## config.mk

```make
export PLATFORM = sky130hd
export DESIGN_NAME = i2c_oled_target
export DESIGN_NICKNAME = d
export VERILOG_FILES = /design/src/rtl/i2c_oled_target.sv
export SDC_FILE = /design/constraint.sdc
export NUM_CORES = 1
export LEC_CHECK = 0
export BUFFER_PORTS_ARGS = -buffer_cell sky130_fd_sc_hd__buf_2
export CAP_MARGIN = 40
export CELL_PAD_IN_SITES_DETAIL_PLACEMENT = 0
export CELL_PAD_IN_SITES_GLOBAL_PLACEMENT = 1
export CORE_ASPECT_RATIO = 0.75
export CORE_UTILIZATION = 47
export DETAILED_ROUTE_END_ITERATION = 10
export GPL_TIMING_DRIVEN = 0
export PLACE_DENSITY = 0.88
export SLEW_MARGIN = 20
export SYNTH_ARGS = -nofsm -noshare
export SYNTH_HDL_FRONTEND = slang
export SYNTH_SLANG_ARGS = --single-unit
export TNS_END_PERCENT = 5
```

## constraint.sdc

```tcl
create_clock -name CLK -period 3.7 [get_ports CLK]
set_input_delay 0.37 -clock CLK [delete_from_list [all_inputs] [get_ports CLK]]
set_output_delay 0.37 -clock CLK [all_outputs]
set_load 0.02 [all_outputs]
```

## src/rtl/i2c_oled_target.sv

```systemverilog
// I2C write target modelling the SSD1306 OLED interface: START/STOP and bit decode, address match, control-byte decode, command/data byte strobes.
// Define READ_STATUS_EN to also answer read addresses with bytes sampled from status_in.
module i2c_oled_target #(
   parameter logic [6:0] SLAVE_ADDR  = 7'h3C,
   parameter int         SYNC_STAGES = 2      // must be >= 2
) (
   input  logic       CLK,
   input  logic       NRST,
   input  logic       scl_in,
   input  logic       sda_in,
   output logic       sda_oe,
   output logic [7:0] byte_out,
   output logic       byte_valid,
   output logic       byte_is_data,
   output logic       frame_active,
   input  logic [7:0] status_in
);

`ifdef READ_STATUS_EN
   typedef enum logic [3:0] {
      IDLE, ADDR, ADDR_ACK, CTRL, CTRL_ACK, BYTE, BYTE_ACK, IGNORE, READ_TX, READ_ACK
   } state_e;
`else
   typedef enum logic [3:0] {
      IDLE, ADDR, ADDR_ACK, CTRL, CTRL_ACK, BYTE, BYTE_ACK, IGNORE
   } state_e;
`endif

   state_e                 state_q, state_d;
   logic [SYNC_STAGES-1:0] scl_sync_q, scl_sync_d;
   logic [SYNC_STAGES-1:0] sda_sync_q, sda_sync_d;
   logic                   scl_prev_q, scl_prev_d;
   logic                   sda_prev_q, sda_prev_d;
   logic [7:0]             shift_q, shift_d;
   logic [2:0]             bit_cnt_q, bit_cnt_d;
   logic                   co_q, co_d;
   logic                   dc_q, dc_d;
   logic                   sda_oe_q, sda_oe_d;
   logic [7:0]             byte_out_q, byte_out_d;
   logic                   byte_valid_q, byte_valid_d;
   logic                   byte_is_data_q, byte_is_data_d;
   logic                   frame_active_q, frame_active_d;
`ifdef READ_STATUS_EN
   logic                   rd_q, rd_d;
   logic                   mack_q, mack_d;
`else
   logic                   unused_status;
   assign unused_status = ^status_in;
`endif

   logic       scl_s, sda_s;
   logic       scl_rise, scl_fall, start_det, stop_det;
   logic [7:0] rx_byte;
   logic       addr_hit;

   assign scl_s     = scl_sync_q[SYNC_STAGES-1];
   assign sda_s     = sda_sync_q[SYNC_STAGES-1];
   assign scl_rise  = scl_s & ~scl_prev_q;
   assign scl_fall  = ~scl_s & scl_prev_q;
   // START/STOP need SCL high in both samples so our own SDA changes (made while SCL is low) never look like one.
   assign start_det = scl_s & scl_prev_q & sda_prev_q & ~sda_s;
   assign stop_det  = scl_s & scl_prev_q & ~sda_prev_q & sda_s;
   assign rx_byte   = {shift_q[6:0], sda_s};
   assign addr_hit  = (rx_byte[7:1] == SLAVE_ADDR);

   always_comb begin
      // NOTE: every _d gets a default before any branch, otherwise the unassigned paths infer latches.
      scl_sync_d     = {scl_sync_q[SYNC_STAGES-2:0], scl_in};
      sda_sync_d     = {sda_sync_q[SYNC_STAGES-2:0], sda_in};
      scl_prev_d     = scl_s;
      sda_prev_d     = sda_s;
      state_d        = state_q;
      shift_d        = shift_q;
      bit_cnt_d      = bit_cnt_q;
      co_d           = co_q;
      dc_d           = dc_q;
      sda_oe_d       = sda_oe_q;
      byte_out_d     = byte_out_q;
      byte_valid_d   = 1'b0;
      byte_is_data_d = byte_is_data_q;
      frame_active_d = frame_active_q;
`ifdef READ_STATUS_EN
      rd_d           = rd_q;
      mack_d         = mack_q;
`endif

      if (stop_det) begin
         state_d        = IDLE;
         sda_oe_d       = 1'b0;
         frame_active_d = 1'b0;
`ifdef READ_STATUS_EN
         mack_d         = 1'b0;
`endif
      end else if (start_det) begin
         state_d        = ADDR;
         bit_cnt_d      = 3'd0;
         sda_oe_d       = 1'b0;
         frame_active_d = 1'b0;
`ifdef READ_STATUS_EN
         mack_d         = 1'b0;
`endif
      end else begin
         case (state_q)
            ADDR: if (scl_rise) begin
               shift_d   = rx_byte;
               bit_cnt_d = bit_cnt_q + 3'd1;
               if (bit_cnt_q == 3'd7) begin
`ifdef READ_STATUS_EN
                  rd_d = rx_byte[0];
`endif
                  if (addr_hit && !rx_byte[0]) begin
                     state_d        = ADDR_ACK;
                     frame_active_d = 1'b1;
                  end
`ifdef READ_STATUS_EN
                  else if (addr_hit) begin
                     state_d        = ADDR_ACK;
                     frame_active_d = 1'b1;
                  end
`endif
                  else begin
                     state_d = IGNORE;
                  end
               end
            end
            CTRL: if (scl_rise) begin
               shift_d   = rx_byte;
               bit_cnt_d = bit_cnt_q + 3'd1;
               if (bit_cnt_q == 3'd7) begin
                  co_d    = rx_byte[7];
                  dc_d    = rx_byte[6];
                  state_d = CTRL_ACK;
               end
            end
            BYTE: if (scl_rise) begin
               shift_d   = rx_byte;
               bit_cnt_d = bit_cnt_q + 3'd1;
               if (bit_cnt_q == 3'd7) begin
                  byte_out_d     = rx_byte;
                  byte_is_data_d = dc_q;
                  byte_valid_d   = 1'b1;
                  state_d        = BYTE_ACK;
               end
            end
            // First SCL fall pulls SDA low, the second releases it; sda_oe_q itself marks the phase.
            ADDR_ACK, CTRL_ACK, BYTE_ACK: if (scl_fall) begin
               if (!sda_oe_q) begin
                  sda_oe_d = 1'b1;
               end else begin
                  sda_oe_d  = 1'b0;
                  bit_cnt_d = 3'd0;
                  case (state_q)
                     ADDR_ACK: state_d = CTRL;
                     CTRL_ACK: state_d = BYTE;
                     default:  state_d = co_q ? CTRL : BYTE;
                  endcase
`ifdef READ_STATUS_EN
                  if (state_q == ADDR_ACK && rd_q) begin
                     shift_d  = status_in;
                     sda_oe_d = ~status_in[7];
                     state_d  = READ_TX;
                  end
`endif
               end
            end
`ifdef READ_STATUS_EN
            READ_TX: if (scl_fall) begin
               shift_d   = {shift_q[6:0], 1'b0};
               bit_cnt_d = bit_cnt_q + 3'd1;
               if (bit_cnt_q == 3'd7) begin
                  sda_oe_d = 1'b0;
                  mack_d   = 1'b0;
                  state_d  = READ_ACK;
               end else begin
                  sda_oe_d = ~shift_q[6];
               end
            end
            READ_ACK: begin
               if (scl_rise) begin
                  if (sda_s) state_d = IGNORE;
                  else       mack_d  = 1'b1;
               end else if (scl_fall && mack_q) begin
                  mack_d    = 1'b0;
                  shift_d   = status_in;
                  sda_oe_d  = ~status_in[7];
                  bit_cnt_d = 3'd0;
                  state_d   = READ_TX;
               end
            end
`endif
            IDLE, IGNORE: begin
            end
            default: state_d = IDLE;
         endcase
      end
   end

   // NOTE: state registers use non-blocking assignments so every flop samples the pre-edge value.
   always_ff @(posedge CLK or negedge NRST) begin
      if (!NRST) begin
         scl_sync_q     <= '1;
         sda_sync_q     <= '1;
         scl_prev_q     <= 1'b1;
         sda_prev_q     <= 1'b1;
         state_q        <= IDLE;
         shift_q        <= 8'h00;
         bit_cnt_q      <= 3'd0;
         co_q           <= 1'b0;
         dc_q           <= 1'b0;
         sda_oe_q       <= 1'b0;
         byte_out_q     <= 8'h00;
         byte_valid_q   <= 1'b0;
         byte_is_data_q <= 1'b0;
         frame_active_q <= 1'b0;
`ifdef READ_STATUS_EN
         rd_q           <= 1'b0;
         mack_q         <= 1'b0;
`endif
      end else begin
         scl_sync_q     <= scl_sync_d;
         sda_sync_q     <= sda_sync_d;
         scl_prev_q     <= scl_prev_d;
         sda_prev_q     <= sda_prev_d;
         state_q        <= state_d;
         shift_q        <= shift_d;
         bit_cnt_q      <= bit_cnt_d;
         co_q           <= co_d;
         dc_q           <= dc_d;
         sda_oe_q       <= sda_oe_d;
         byte_out_q     <= byte_out_d;
         byte_valid_q   <= byte_valid_d;
         byte_is_data_q <= byte_is_data_d;
         frame_active_q <= frame_active_d;
`ifdef READ_STATUS_EN
         rd_q           <= rd_d;
         mack_q         <= mack_d;
`endif
      end
   end

   assign sda_oe       = sda_oe_q;
   assign byte_out     = byte_out_q;
   assign byte_valid   = byte_valid_q;
   assign byte_is_data = byte_is_data_q;
   assign frame_active = frame_active_q;

endmodule

```

# Word-level counts from Yosys, hierarchy flattened
# Cells that the tools add are included.
# word_totals
regBits	34
wordCells	104
# classes
n_addsub	1
bitwise_logic	13
n_mux	35
reduce_logical	20
eq_ne	21
# ops
operator	count
4-bit two-way mux	10
4-bit != test, second input constant	8
3-bit nonzero test	7
4-bit case mux with 5 select lines	1
3-bit two-way mux	6
4-bit by 3-bit == test with 1-bit output, second input constant	4
1-bit two-way mux	16
5-bit AND reduction	3
3-bit case mux with 2 select lines	2
3-bit != test, second input constant	3
9-bit AND reduction	1
4-bit by 2-bit == test with 1-bit output, second input constant	2
4-bit AND reduction	2
1-bit bitwise AND	7
7-bit by 6-bit == test with 1-bit output, second input constant	1
1-bit NOT	6
3-bit OR reduction	2
4-bit by 1-bit == test with 1-bit output, second input constant	1
4-bit logical NOT	1
3-bit by 1-bit adder with 3-bit output, second input constant	1
3-bit == test, second input constant	1
3-bit by 1-bit != test with 1-bit output, second input constant	1
2-bit AND reduction	1
2-bit OR reduction	1
other kinds (2)	2

# Logic depth before layout (Yosys ltp)
# Gate-level depths: netlist (run 1).
# logic_depth
depth_word	8
mapped_depth	6
ltp_nobuf	5

# Worst setup path before layout (run 1)
# OpenSTA, ideal clock, no wires.
# synth_timing
path_type	register -> register
from	reg scl_sync_q[1]
to	reg byte_is_data_q (netlist: byte_is_data)
slack_ns	2.101
arrival_ns	1.474
required_ns	3.575
stages_incl_launch_ff	6
period_less_slack_ns	1.599
setup_ns	0.125
cell_sequence	dfstp_2 nor2b_4 nand3_2 nor3b_2 buf_6 mux2_2
# synth_between
elab_chain_len	5
word_cells_on_any_way	9
classes_between	8 x bitwise; 1 x reduce/logical
# synth_lines
item	line	text
start: declaration	30	logic [SYNC_STAGES-1:0] scl_sync_q, scl_sync_d;
start signal: assignment	220	scl_sync_q <= scl_sync_d;
1-bit bitwise AND	61, 62	
1-bit bitwise AND, on equally long branches (2 in a row)	62, 61	
1-bit NOT (no source line)	-	
5-bit AND reduction (no source line) *	-	
end signal: assignment	232	byte_is_data_q <= byte_is_data_d;
end: declaration	41	logic byte_is_data_q, byte_is_data_d;
# Every way passes the cells marked *; elsewhere a longest branch is shown, timed or not.
# A chain may end at the register's enable or synchronous reset.

# Final worst setup path (run 1)
# layout_timing
from	reg scl_sync_q[1]
to	reg byte_out_q[3] (netlist: byte_out[3])
# layout_between
elab_chain_len	5
word_cells_on_any_way	9
classes_between	8 x bitwise; 1 x reduce/logical
# layout_lines
item	line	text
1-bit bitwise AND	61, 62	
1-bit bitwise AND, on equally long branches (2 in a row)	62, 61	
1-bit NOT (no source line)	-	
5-bit AND reduction (no source line) *	-	
end signal: assignment	230	byte_out_q <= byte_out_d;
end: declaration	39	logic [7:0] byte_out_q, byte_out_d;
# Marks and branches as above.

==> impl_results.md, run 1 <==
- Critical R2R Launch: scl_sync_q[1]
- Die height: 49.54 µm
- First-pass GRT wire length: 3960 µm
- CTS sink count: 33
- Seq/Total Area, Yosys: 0.5883
- Clock-pin slew on the worst setup and hold paths: 0.06 ns
- RSZ-0062 raised after global routing: false
- Final Power: 806.5 µW
- I/O pin total: 24
- DR DRC count: 0
- Area delta synth->final: 14.22%
- Footprint of the multi-input gates: 550.5 µm²
- Number of synthesized flops with an enable pin: 0
- Share of cells above drive strength 1: 0.4609
- Initial Utilization: 0.5202
- Fill cells: 241
- Critical-path top delay cell: dfstp_2
- Core box area: 0.002723 mm²
- Root Buffer: clkbuf_8
- Crit-path cells: nor2b_4 > nand3_2 > nor3b_2 > buf_6 > mux2_2
- CP top delay family: flip-flops
- Final ANT Viol Nets: 0
- Worst Tran Pin Value: 0.7128 ns
- PortBufs: 15
- Crit path DAT: 1.91 ns
- Leakage Power: 0.0007829 µW
- Std-Cell Rows: 16
- Synth Warn #: 0
- Hpwl dp: 1689 µm
- R2r setup slk: 1.96 ns
- Initial antenna violation count: 0
- Period minus WS final: 1.743 ns
- Post-synth top area cell: dfrtp_1
- Mapped cell area: 0.001416 mm²
- DR vias/cell: 5.378
- Max Cap Viol: 0
- Post-CTS resize count: 0
- Starting DRT DRC Count: 59
- Vias in the first global route: 824
- Setup Total Neg Slack: 0 ns
- Slew Limit Headroom: 0.5248
- TritonRoute pass-1 iters: 5
- Hold-fix buffers, CTS: 0
- Crit path kind: reg2reg
- Final setup viols: 0
- Part of the cycle the worst path needs: 0.4710
- Grt total ovfl: 0
- CP Capture Type: flip-flop
- Seq. cell area: 833.3 µm²
- WL/cell: 14.57 µm
- Post-synth ARST share: 1.000
- Pwr dens: 498.5 mW/mm²
- CTS buffer count: 5
- #FFs+latches synth: 33
- Skew-Pair Late Insertion Delay: 0.28 ns
- Max Fanout on Critical Path: 10
- Top cells by count, synth: dfrtp_1, mux2_2, nand3_1
- Die Span X: 65.39 µm
- TritonCTS clock tree: done
- Clock Path Buffers: 2
- GPL Wtd Cong: 0.7617
- Mapped Cells: 105
- Area contributors post-synth: dfrtp_1, mux2_2, dfstp_2
- DRT Wirelength: 2390 µm
- Htree depth: 2
- Post-layout util: 0.5942
- Top-area cell type share of the netlist area: 0.4770
- Buf+Inv Stages, Crit Path: 1
- Pin count of the biggest net entering global routing: 34
- Die area: 0.003239 mm²
- Post-Route Skew: 0.005128 ns
- Startpoint types: flip-flop
- Post-CTS Setup Inserts: 0
- Worst Hold Class: in2async
- Worst reg2reg endpoint: byte_out[3]
- Synth Net Count: 119
- Inserted Diodes: 0
- # nets final: 141
- Fin. max-slew vios: 0
- Critical path's largest stage delay: 0.57 ns
- Synth unique cells: 37
- Worst R2R Path Depth: 5
- Most frequent cell after synthesis: dfrtp_1
- WP data required: 3.86 ns
- Status: completed
- GRT Util Overall: 0.1758
- Ys flop type: dfrtp_1
- Via count: 882
- Final Hold Viols: 0
- Worst vdd ir: 0.3295 mV
- Avg Inst Size Synth: 13.49 µm²
- FMAX: 573.9 MHz
sequential cells by signal, indices dropped and copies added, names as in the netlist:
register and cells:
sda_prev_q 1, sda_oe 1, state_q 3, byte_out 8
co_q 1, byte_is_data 1, shift_q 7, byte_valid 1
frame_active 1, bit_cnt_q 3, sda_sync_q 2, scl_prev_q 1
dc_q 1, scl_sync_q 2
worst max path at each step:
stage                       start  slack [ns]  cells after the start      endpoint
detailed placement  scl_sync_q[1]        1.95                      5   byte_out[3]
CTS                 scl_sync_q[1]        1.93                      5   byte_out[3]
global placement    scl_sync_q[1]        2.00                      5   byte_out[2]
floorplan           scl_sync_q[1]        2.10                      5  byte_is_data
finish              scl_sync_q[1]        1.96                      5   byte_out[3]
global route        scl_sync_q[1]        1.85                      5   byte_out[0]
per-stage QoR:
step	hold WS (ns)	setup slack, ns	area, µm²	cells
global placement	0.3461	2.000	1536	156
floorplan	0.07441	2.101	1416	105
finish	0.1401	1.957	1618	164
CTS	0.1592	1.934	1618	164
detailed placement	0.3479	1.945	1536	156
global route	0.1715	1.853	1618	164
worst reg2reg max path, cell delays in order, from the launching register on:
cell     delay (ns)
dfstp_2        0.57
nor2b_4        0.21
nand3_2        0.12
nor3b_2        0.21
buf_6          0.17
mux2_2         0.35
per-layer routing:
| layer | up-vias | GRT usage | routed length (µm) |
|---|---|---|---|
| met3 | 8 | 0.06250 | 118 |
| met1 | 434 | 0.2241 | 1135 |
| li1 | 421 | - | - |
| met2 | 19 | 0.2543 | 1068 |
| met5 | - | 0 | 0 |
| met4 | 0 | 0.1087 | 68 |
power by group:
group | leakage (µW) | switching [µW] | internal [µW] | total [µW]
registers | 0.000418 | 41.6 | 413 | 454
logic | 0.000322 | 44.7 | 54.2 | 98.9
clock network | 0.0000422 | 121 | 132 | 253
total | 0.000783 | 208 | 599 | 807
cell type report:
class | instances | area share
tap | 36 | 0.02784
buffer | 4 | 0.01779
multi-input combinational | 67 | 0.3403
clock buffer | 7 | 0.04718
sequential | 33 | 0.5151
inverter | 1 | 0.002320
timing repair buffer | 15 | 0.04640
clock inverter | 1 | 0.003094
layout by cell type (no fill, tap or decap), types with 3 or more instances in the layout:
| cell | Yosys | routed |
|---|---|---|
| a21oi_1 | 4 | 4 |
| mux2_2 | 18 | 18 |
| o21ai_0 | 4 | 4 |
| nor2_1 | 3 | 3 |
| buf_2 | 1 | 16 |
| dfrtp_1 | 27 | 27 |
| dfstp_2 | 6 | 6 |
| clkbuf_8 | 0 | 5 |
| nand3_1 | 7 | 7 |
cell families (layout without fill, tap and decap cells):
| group | after synthesis | count (layout) | synth area share |
|---|---|---|---|
| and+or+nand+nor | 31 | 31 | 0.1520 |
| adders and majority gates | 2 | 2 | 0.01767 |
| buffers and inverters | 5 | 28 | 0.02296 |
| AOI/OAI and AO/OA | 14 | 14 | 0.06361 |
| muxes | 18 | 18 | 0.1431 |
| xor gates and xnor gates | 2 | 2 | 0.01237 |
| DFF | 33 | 33 | 0.5883 |
No activity file was read; power rests on OpenSTA's default activity.
==> inputs of run 2 (changes only) <==
- ABC_AREA: not set -> 1
- CORE_UTILIZATION: 47 -> 38
- PLACE_DENSITY: 0.88 -> 0.8
- clock period: 3.7 -> 1.4 ns (I/O delays scaled with it)
==> impl_results.md, run 2 <==
- Status: completed
- Footprint of the multi-input gates: 695.7 µm²
- Initial Utilization: 0.4138
- Post-synth ARST share: 1.000
- Worst Tran Pin Value: 0.7267 ns
- Critical path's largest stage delay: 0.36 ns
- Synth Net Count: 185
- Die area: 0.004406 mm²
- Final Hold Viols: 0
- CTS sink count: 33
- Period minus WS final: 1.399 ns
- FMAX: 714.9 MHz
- Worst Slack Setup Final: 0.001173 ns
- Leakage Power: 0.001006 µW
- Slew Limit Headroom: 0.5155
- PortBufs: 15
- Std-Cell Rows: 19
- Ys flop type: dfrtp_1
- DRT Wirelength: 3255 µm
- Crit path kind: reg2reg
- WP data required: 1.58 ns
- GPL Wtd Cong: 0.8872
- First-pass GRT wire length: 5506 µm
- Worst vdd ir: 0.7588 mV
- Largest register FFs: 8
- Htree depth: 2
- Number of synthesized flops with an enable pin: 0
- RSZ-0062 raised after global routing: true
- Worst Hold Class: reg2reg
- Most frequent cell after synthesis: nand2_1
- Pre-CTS setup slack: -0.1442 ns
- Mapped cell area: 0.001574 mm²
- Final Cell Area: 0.002024 mm²
- CTS buffer count: 5
- Inserted Diodes: 0
- Crit-path cells: ha_2 > ha_4 > nand3_4 > inv_4 > nand2_4 > buf_12 > buf_8 > nand2_2 > o21ai_2
- Starting DRT DRC Count: 86
- Area contributors post-synth: dfrtp_1, nand2_1, dfstp_2
- Top cells by count, synth: nand2_1, dfrtp_1, inv_1
- WHS: 0.3565 ns
- Clock-pin slew on the worst setup and hold paths: 0.07 ns
- Vias in the first global route: 1,148
- Area delta synth->final: 28.62%
- Critical-path top delay cell: dfrtp_1
- #FFs+latches synth: 33
- GRT Util Overall: 0.1652
- Via count: 1,226
- Pin count of the biggest net entering global routing: 34
- Post-Route Skew: 0.002625 ns
- Seq/Total Area, Yosys: 0.5294
- DR DRC count: 0
- Post-synth top area cell: dfrtp_1
- Share of cells above drive strength 1: 0.4155
- Pwr dens: 1585 mW/mm²
- Clock Path Buffers: 2
- Post-route insts no fill: 259
- Core box area: 0.003804 mm²
- Grt total ovfl: 0
- TritonCTS clock tree: done
- Skew-Pair Late Insertion Delay: 0.29 ns
- Part of the cycle the worst path needs: 0.9992
- Initial antenna violation count: 0
- Max Cap Viol: 0
- Setup Total Neg Slack: 0 ns
- Final setup viols: 0
- DR vias/cell: 4.734
- Avg Inst Size Synth: 9.205 µm²
- Die Span X: 76.32 µm
- Placed Cells: 238
- Mapped Cells: 171
- WL/cell: 12.57 µm
- Most frequent cells in the layout: nand2_1, dfrtp_1, o21ai_2, buf_2, inv_1
- Root Buffer: clkbuf_8
- Final ANT Viol Nets: 0
- Leading cell type in the layout, fill and taps excluded: nand2_1
- Die height: 57.74 µm
- TritonRoute pass-1 iters: 4
- Fin. max-slew vios: 0
- Fill cells: 356
- Max Fanout on Critical Path: 5
- # nets final: 220
- Seq. cell area: 833.3 µm²
- Synth unique cells: 23
- I/O pin total: 24
- Hpwl dp: 2158 µm
- Dpl cell area: 0.001714 mm²
- CP Capture Type: flip-flop
- Crit path DAT: 1.58 ns
- Synth Warn #: 0
- Top-area cell type share of the netlist area: 0.4293
- Startpoint types: flip-flop
[run 2: critical path, delay by kind of cell (launching register included)]
family / cells / cell delay (ns)
flip-flops: 1 / 0.36
buffers and inverters: 3 / 0.35
adder cells (fa/ha/maj): 2 / 0.34
AND/OR/NAND/NOR: 3 / 0.20
AO/OA/AOI/OAI: 1 / 0.04
[run 2: what timing repair did]
action	CTS	global route
hold buffers	3	0
pin swaps	3	6
buffers inserted	7	2
endpoints found under the setup margin	15	26
resized for setup	11	11
cloned	1	0
endpoints found under the hold margin	29	0
[run 2: final cells by class]
cell class | instances | share of cell area
Clock buffer | 6 | 0.03585
Clock inverter | 2 | 0.004944
Multi-Input combinational cell | 115 | 0.3436
Sequential cell | 33 | 0.4116
Tap cell | 52 | 0.03214
Inverter | 20 | 0.03832
Buffer | 3 | 0.01854
Timing Repair Buffer | 28 | 0.1150
[run 2: metrics by stage]
stage,utilization,total power [µW]
global placement,0.4507,2356
detailed placement,0.4507,2401
global route,0.5322,3440
floorplan,-,2165
finish,0.5322,3208
CTS,0.5188,3140
[run 2: worst paths after layout]
| kind | startpoint | slack, ns | cells after the start | to |
|---|---|---|---|---|
| worst min-delay path | scl_sync_q[0] | 0.36 | 0 | scl_sync_q[1] |
| worst max register to register | bit_cnt_q[0] | 0.001 | 9 | byte_out[4] |
| max in group asynchronous | NRST | 0.49 | 2 | bit_cnt_q[2] |
| worst min register to register | scl_sync_q[0] | 0.36 | 0 | scl_sync_q[1] |
| worst max-delay path | bit_cnt_q[0] | 0.001 | 9 | byte_out[4] |
| min in group asynchronous | NRST | 0.44 | 2 | shift_q[2] |
[run 2: power by group]
part | switching (µW) | internal [µW] | leakage (µW)
clock network | 341 | 344 | 0.0000450
registers | 152 | 1130 | 0.000428
logic | 784 | 453 | 0.000533
total | 1280 | 1930 | 0.00101
[run 2: cells by family after synthesis]
| group | synth area share |
|---|---|
| AO/OA/AOI/OAI | 0.1184 |
| adder cells (fa/ha/maj) | 0.01590 |
| buffers and inverters | 0.06677 |
| flip-flops | 0.5294 |
| AND/OR/NAND/NOR | 0.2695 |
[run 2: per-layer routing]
metal	vias up	routed length, µm	track usage
met3	6	124	0.05827
met5	-	0	0
met4	0	36	0.05220
met1	582	1603	0.2220
met2	17	1491	0.2523
li1	621	-	-
==> inputs of run 3 (changes only) <==
- CTS_BUF_LIST: not set -> sky130_fd_sc_hd__clkbuf_8 sky130_fd_sc_hd__clkbuf_16
==> impl_results.md, run 3 (synthesis gave the netlist of run 2 again) <==
- Status: completed
- DR DRC count: 0
- Leakage Power: 0.001010 µW
- Critical path's largest stage delay: 0.36 ns
- I/O pin total: 24
- Seq. cell area: 833.3 µm²
- Slew Limit Headroom: 0.5155
- Worst Tran Pin Value: 0.7268 ns
- Switching Share: 0.3990
- Std-Cell Rows: 19
- Crit path DAT: 1.58 ns
- Startpoint types: flip-flop
- TritonCTS clock tree: done
- WHS: 0.3565 ns
- Hpwl dp: 2158 µm
- Period minus WS final: 1.398 ns
- Final Power: 3200 µW
- Footprint of the multi-input gates: 695.7 µm²
- Clock-pin slew on the worst setup and hold paths: 0.07 ns
- TritonRoute pass-1 iters: 4
- Final Hold Viols: 0
- Htree depth: 2
- Internal: 1923 µW
- Area delta synth->final: 28.62%
- Switching power: 1277 µW
- Part of the cycle the worst path needs: 0.9988
- Leading cell type in the layout, fill and taps excluded: nand2_1
- Comb pwr share: 0.386
- Die area: 0.004406 mm²
- Max Cap Viol: 0
- Pin count of the biggest net entering global routing: 34
- Critical-path top delay cell: dfrtp_1
- GPL Wtd Cong: 0.8872
- Crit path kind: reg2reg
- Largest register FFs: 8
- Post-Route Skew: 0.002692 ns
- # nets final: 220
- Fill cells: 356
- WL/cell: 12.56 µm
- WP data required: 1.58 ns
- FMAX: 715.2 MHz
- DR vias/cell: 4.737
- GRT Util Overall: 0.1652
- Crit-path cells: ha_2 > ha_4 > nand3_4 > inv_4 > nand2_4 > buf_12 > buf_8 > nand2_2 > o21ai_2
- Buf+Inv Stages, Crit Path: 3
- Grt met3 use: 0.05827
- CP top delay family: flip-flops
- Max Fanout on Critical Path: 5
- Die Span X: 76.32 µm
- CTS buffer count: 5
- Clock Path Buffers: 2
- CTS sink count: 33
- Vias in the first global route: 1,148
- Skew-Pair Late Insertion Delay: 0.29 ns
- RSZ-0062 raised after global routing: true
- First-pass GRT wire length: 5506 µm
- Final ANT Viol Nets: 0
- Root Buffer: clkbuf_8
- Inserted Diodes: 0
- M1 GR Usage: 0.2220
- Worst vdd ir: 0.7586 mV
- CP Capture Type: flip-flop
- Gr busiest metal: met2
- PortBufs: 15
- Grt total ovfl: 0
- Pwr dens: 1581 mW/mm²
- Pre-CTS setup slack: -0.1442 ns
- DRT Wirelength: 3252 µm
- Starting DRT DRC Count: 86
- Clock share of power: 0.212
- Die height: 57.74 µm
- Initial Utilization: 0.4138
- Most frequent cells in the layout: nand2_1, dfrtp_1, inv_1, o21ai_2, buf_2
- Worst Hold Class: reg2reg
- Final setup viols: 0
- Share of cells above drive strength 1: 0.4155
- Met2 Use GR: 0.2523
- Worst Slack Setup Final: 0.001713 ns
- Core box area: 0.003804 mm²
- Via count: 1,227
- Initial antenna violation count: 0
- Register share of total power: 0.402
- Fin. max-slew vios: 0
-- run 3: cell type report --
| type | instances | share of cell area |
|---|---|---|
| clock inverters | 3 | 0.006799 |
| plain buffers | 3 | 0.01854 |
| clock buffers | 5 | 0.03399 |
| inverters | 20 | 0.03832 |
| repair buffers | 28 | 0.1150 |
| flip-flops and latches | 33 | 0.4116 |
| well taps | 52 | 0.03214 |
| multi-input cells | 115 | 0.3436 |
-- run 3: power by group through the flow --
stage,clock (µW),sequential (µW),combinational (µW)
floorplan,0,1280,887
global placement,0,1290,1070
detailed placement,0,1290,1110
CTS,700,1280,1150
global route,734,1310,1390
finish,679,1290,1230
-- run 3: layer usage --
metal / share of wire / up-vias
met2: 0.45 / 20
met3: 0.041 / 8
met4: 0.013 / 0
li1: - / 620
met5: 0 / -
met1: 0.49 / 579
-- run 3: path summary, 6_finish.rpt --
check,slack [ns],startpoint,cells after the start,endpoint
min in group asynchronous,0.44,NRST,2,shift_q[2]
max in group asynchronous,0.49,NRST,2,bit_cnt_q[2]
worst min-delay path,0.36,scl_sync_q[0],0,scl_sync_q[1]
worst min register to register,0.36,scl_sync_q[0],0,scl_sync_q[1]
worst max-delay path,0.002,bit_cnt_q[0],9,byte_out[4]
worst max register to register,0.002,bit_cnt_q[0],9,byte_out[4]
-- run 3: repair_timing --
action / CTS / global route
pin swaps: 3 / 6
resized for setup: 11 / 11
buffers inserted: 7 / 2
cloned: 1 / 0
hold endpoints to repair: 29 / 0
endpoints found under the setup margin: 15 / 26
hold buffers: 3 / 0
-- run 3: per-stage QoR --
step | setup TNS [ns] | utilization | cell area [µm²] | instances
6_report | 0 | 0.5322 | 2024 | 259
2_1_floorplan | 0 | - | 1574 | 171
3_3_place_gp | -1.249 | 0.4507 | 1714 | 238
4_1_cts | -0.02810 | 0.5188 | 1973 | 257
5_1_grt | -0.8639 | 0.5322 | 2024 | 259
3_5_place_dp | -1.180 | 0.4507 | 1714 | 238
-- run 3: worst register-to-register path: stages (launching register included) --
cell and delay [ns]:
dfrtp_1 0.36, ha_2 0.20, ha_4 0.14, nand3_4 0.08, inv_4 0.08, nand2_4 0.08
buf_12 0.14, buf_8 0.13, nand2_2 0.05, o21ai_2 0.04
